<file path="config.mk">
export PLATFORM = sky130hd
export DESIGN_NAME = uni_shift_reg
export DESIGN_NICKNAME = d
export VERILOG_FILES = /design/src/rtl/uni_shift_reg_pkg.sv /design/src/rtl/uni_shift_reg_next_state.sv /design/src/rtl/uni_shift_reg.sv
export SDC_FILE = /design/constraint.sdc
export NUM_CORES = 1
export LEC_CHECK = 0
export ABC_AREA = 1
export CAP_MARGIN = 10
export CORE_AREA = 2 2 39 41
export CTS_BUF_LIST = sky130_fd_sc_hd__clkbuf_8
export CTS_CLUSTER_SIZE = 12
export DETAILED_ROUTE_END_ITERATION = 8
export DIE_AREA = 0 0 41 43
export SLEW_MARGIN = 20
export SYNTH_ARGS = -nofsm -noshare
export SYNTH_HDL_FRONTEND = slang
export SYNTH_SLANG_ARGS = --single-unit
</file>
<file path="constraint.sdc">
create_clock -name clock -period 1 [get_ports clock]
set_input_delay 0.1 -clock clock [delete_from_list [all_inputs] [get_ports clock]]
set_output_delay 0.1 -clock clock [all_outputs]
set_load 0.1 [all_outputs]
</file>
<file path="src/rtl/uni_shift_reg_pkg.sv">
// -----------------------------------------------------------------------------
// uni_shift_reg_pkg
// Shared definitions for the universal shift register.
//   usr_mode_e : 2-bit operation select encoding carried on the sel port.
//     SEL_HOLD  keep current contents
//     SEL_LOAD  parallel load
//     SEL_SHL   shift toward MSB, LSB filled from right_in
//     SEL_SHR   shift toward LSB, MSB filled from left_in
// -----------------------------------------------------------------------------
package uni_shift_reg_pkg;

   typedef enum logic [1:0] {
      SEL_HOLD = 2'b00,
      SEL_LOAD = 2'b01,
      SEL_SHL  = 2'b10,
      SEL_SHR  = 2'b11
   } usr_mode_e;

endpackage : uni_shift_reg_pkg

</file>
<file path="src/rtl/uni_shift_reg_next_state.sv">
// -----------------------------------------------------------------------------
// usr_next_state
// Purely combinational next-value selector for uni_shift_reg.
// Ports:
//   sel_i      operation select (usr_mode_e encoding)
//   cur_i      current register contents
//   in_i       parallel load data
//   left_in_i  serial fill for the MSB on a right shift
//   right_in_i serial fill for the LSB on a left shift
//   next_o     value the register takes on the next edge
// -----------------------------------------------------------------------------
module usr_next_state
   import uni_shift_reg_pkg::*;
#(
   parameter int n = 3
) (
   input  logic [1:0]   sel_i,
   input  logic [n-1:0] cur_i,
   input  logic [n-1:0] in_i,
   input  logic         left_in_i,
   input  logic         right_in_i,
   output logic [n-1:0] next_o
);

   logic [n-1:0] shl;
   logic [n-1:0] shr;

   // A one-bit register has no bits to carry across, so a shift is just the fill bit.
   generate
      if (n == 1) begin : g_narrow
         assign shl = right_in_i;
         assign shr = left_in_i;
      end else begin : g_wide
         assign shl = {cur_i[n-2:0], right_in_i};
         assign shr = {left_in_i, cur_i[n-1:1]};
      end
   endgenerate

   always_comb begin
      next_o = cur_i;
      case (usr_mode_e'(sel_i))
         SEL_HOLD: next_o = cur_i;
         SEL_LOAD: next_o = in_i;
         SEL_SHL:  next_o = shl;
         SEL_SHR:  next_o = shr;
         default:  next_o = cur_i;
      endcase
   end

endmodule : usr_next_state

</file>
<file path="src/rtl/uni_shift_reg.sv">
// -----------------------------------------------------------------------------
// uni_shift_reg
// n-bit universal shift register: hold, parallel load, shift left, shift right.
// Ports:
//   clock     rising-edge clock for all state
//   clear     synchronous active-low clear, has priority over sel
//   sel       operation select (uni_shift_reg_pkg::usr_mode_e encoding)
//   in        parallel load data
//   left_in   serial bit entering the MSB on a right shift
//   right_in  serial bit entering the LSB on a left shift
//   out       register contents, straight from the flops
// -----------------------------------------------------------------------------
module uni_shift_reg
   import uni_shift_reg_pkg::*;
#(
   parameter int n = 3
) (
   input  logic         clock,
   input  logic         clear,
   input  logic [1:0]   sel,
   input  logic [n-1:0] in,
   input  logic         left_in,
   input  logic         right_in,
   output logic [n-1:0] out
);

   logic [n-1:0] out_q;
   logic [n-1:0] out_d;

   usr_next_state #(
      .n (n)
   ) u_next (
      .sel_i      (sel),
      .cur_i      (out_q),
      .in_i       (in),
      .left_in_i  (left_in),
      .right_in_i (right_in),
      .next_o     (out_d)
   );

   always_ff @(posedge clock) begin
      if (!clear) begin
         out_q <= '0;
      end else begin
         out_q <= out_d;
      end
   end

   assign out = out_q;

endmodule : uni_shift_reg

</file>
* After elaboration in Yosys (flattened, before gate mapping)
Index checks and enable logic that the tools add are counted.
** Operators by class
- Muxes and demuxes :: 1
- Reduce and logical (&&, ||, !) cells :: 1
- Eq/ne operators :: 3
** Operator list (number)
- 3-bit one-hot mux with 3 select lines :: 1
- 2-bit == test (second input constant) :: 2
- 2-bit by 1-bit == test with 1-bit output (second input constant) :: 1
- 2-bit logical NOT :: 1
** Storage, ports and cells
- Flip-flop bits (word level) :: 3
- Logic and storage cells :: 6
- Input bits :: 9
- Output and inout bits :: 3

* Longest topological paths before layout
- Depth in word-level cells :: 2
- Depth in mapped cells :: 5

* Hierarchy
Synthesis repeated with hierarchy kept, for this count alone.
** Unflattened totals
- Cells, all modules :: 29
- Area, all modules :: 195.2 um2
** Modules (own cells, without submodules)
- usr_next_state :: sequential area each 0.0 um2, area an instance 112.6 um2, cells each 20, times used 1
- uni_shift_reg :: sequential area each 60.1 um2, area an instance 82.6 um2, cells each 9, times used 1

* Least setup slack after synthesis
No wires, ideal clock.
- Path kind :: reg-to-reg
- From :: register out_q[1] (netlist: out[1])
- To :: register out_q[2] (netlist: out[2])
- Library setup time :: 66 ps
- Clock period less this slack :: 1353 ps
- Arrival time :: 1288 ps
- Path slack :: -353 ps
- Required time :: 934 ps
- Buffers on the path :: 0
- Stages on the path, launching flop included :: 5
- Cell sequence :: dfxtp_1 -> inv_1 -> a21oi_1 -> nor2_1 -> nor2_1
** Between the ends
- Longest elaborated chain between the ends :: 1
** Ends and longest elaborated chain
- from (decl) :: RTL line uni_shift_reg.sv:27 : logic [n-1:0] out_q;
- from (signal assigned) :: RTL line uni_shift_reg.sv:45 : out_q <= out_d;
- 3-bit one-hot mux with 3 select lines :: RTL line uni_shift_reg_next_state.sv:41 : case (usr_mode_e'(sel_i))
No other way between the ends.
A chain may end at the register's enable or synchronous reset.

* Final worst setup path
- From :: input sel[0]
- To :: register out_q[0] (netlist: out[0])
** Between the ends
- Longest elaborated chain between the ends :: 2
- Elaborated cells between the ends (all ways) :: 5
- Those cells by class :: eq/ne (3); mux (1); reduce/logical (1)
** Ends and longest elaborated chain
- from (decl) :: RTL line uni_shift_reg.sv:20 : input logic [1:0] sel,
- 2-bit == test / 2-bit by 1-bit == test with 1-bit output (equally long branches) :: RTL line uni_shift_reg_next_state.sv:41
- 3-bit one-hot mux with 3 select lines :: RTL line uni_shift_reg_next_state.sv:41
Several ways; a longest one is shown, not always the timed one.

==> run summary <==
Status: finished, final reports clean
DIE AREA: 1760 sq um
Pwr dens: 1670 nW/um^2
Hold Vio Cnt, Final: 0
Max frequency: 1.12 GHz
Worst skew pair latency: 210 ps
IO Pins: 12
Cells after Synth: 30
Most common flop cell mapped by yosys: dfxtp_1
Adder-cell area share of the yosys netlist: 0
Post-cts hold buffer count: 0
Final Non-Filler Cells: 61
Crit path max fanout: 7
Largest net degree at the start of global routing: 8
Hpwl dp: 376 um
CTS tree: done
Clock Pin Slew Worst Setup and Hold Paths: 30 ps
Post-synthesis cell type count: 9
GR Util All Layers: 0.0661
CP Launch Type: input port
Num CTS Buffers: 3
Worst-margin pin slew: 267 ps
Hold crit path type: input port to register
Final Skew: 2.81 ps
Remaining global-route overflow: 0
Post-synth top cells: nand2_1, nor2_1, inv_1
Gpl congestion: 0.587
N_diodes: 0
Synth-to-Final Area Change: 125%
Final nets: 55
Power Total: 659 uW
# rows: 14
Number of setup buffers added after CTS: 0
Synth area leader: dfxtp_1
Placed cell areas: 347 sq um
CTS Buffer Depth: 2
Post-synthesis xor/xnor area fraction: 0
Cell count after placement: 57
Fraction of the mapped netlist area in simple logic gates: 0.379
Complex-gate fraction of the synthesized area: 0.171
Initial DRC Count: 1
Final hold slack: 398 ps
Vias: 233
Pleak: 0.187 nW
Fin. max-slew vios: 0
Period utilization: 0.896
Max reg flops: 3
Drt via density: 3.82
Worst EP required: 1100 ps
First-pass DRT Iterations: 4
Dominant cells by area after synthesis: dfxtp_1, nand2_1, nor2_1
Final TNS setup: 0 ps
Synth top area share: 0.343
Clk sinks: 3
Yosys warns: 0
Initial antenna violation count: 0
Mux contribution to synthesized area: 0
Async SR Flop Fraction: 0
RSZ-0062 raised after global routing: no
CORE AREA: 1380 sq um
Share of cells above drive strength 1: 0.244
Vias in the first global route: 210
Flops & latches, synth: 3
Total Wirelength: 489 um
H-Tree Depth: 1
Layout filler cell count: 158
Arrival @ worst endpoint: 990 ps
Setup ws final: 104 ps
Final Critical Period: 896 ps
Register area share after synthesis: 0.343
Area of all placed cells without fillers: 394 sq um
Wire per inst: 8.02 um
Syn Nets: 39
I/O Buffers: 11
Mean Syn Cell Area: 5.84 sq um
Number of setup violations in the final report: 0
Critical path class: input port to register
Clk root buf: clkbuf_8
Number of remaining DRC errors: 0
Initial Util: 0.127
Max-capacitance violation count: 0
Number of flops mapped to enable cells by yosys: 0
Post-synthesis cell area: 175 sq um
Peak VDD IR: 0.696 mV
Die height: 43 um
Largest family of logic cells by synthesized area: simple AND/OR/NAND/NOR gates
Post-placement setup slack: -213 ps
First-pass GRT wire length: 738 um
Post-route ant nets: 0
Crit end category: register
Die Wd: 41 um
Rel. slew slack: 0.822
Post-layout util: 0.285
PostCTS Resize Cnt: 0
[worst paths after layout]
path | start | endpoint | slack (ps) | depth (start not counted)
max reg2reg | out[1] | out[0] | 270 | 4
min | sel[1] | out[1] | 400 | 4
max | sel[0] | out[0] | 100 | 5
min reg2reg | out[2] | out[2] | 560 | 2
[worst max-delay path, stage by stage]
cell,delay (ps)
clkdlybuf4s50_1,520
inv_1,110
nand2_2,60
o21ai_0,140
nor2_1,60
[metal layers]
layer,vias up,wire length [um],track usage
met4,0,0,0.0200
li1,123,-,-
met2,6,255,0.103
met1,104,192,0.0573
met5,-,0,0
met3,0,41,0.0628
[area by class of cell]
cell class,count,area [sq um],share of cell area
repair buffers,11,143,0.362
multi-input cells,22,96.3,0.244
flip-flops and latches,3,71.3,0.181
clock buffers,3,41.3,0.105
well taps,16,20.0,0.0508
inverters,5,18.8,0.0476
clock inverters,1,3.75,0.00952
[cell usage in the layout, fill, tap and decap left out]
| cell | n |
|---|---|
| a21oi_1 | 3 |
| nand2_1 | 6 |
| inv_2 | 1 |
| clkbuf_8 | 3 |
| buf_12 | 3 |
| inv_1 | 5 |
| dfxtp_4 | 3 |
| clkdlybuf4s50_1 | 7 |
| dlymetal6s2s_1 | 1 |
| nand2_2 | 1 |
| o21ai_0 | 3 |
| nor2_1 | 6 |
| nand3_1 | 3 |
[kinds of logic after synthesis]
family          Yosys count
buf+inv                   5
compound gates            6
simple gates             16
flops                     3
[power by group]
part           total (mW)  switching, mW  leakage (nW)  internal, mW
Sequential          0.143         0.0130        0.0268         0.130
Combinational       0.182          0.104         0.133        0.0778
Clock               0.334         0.0734        0.0269         0.261
Power figures use the tool's default switching activity.
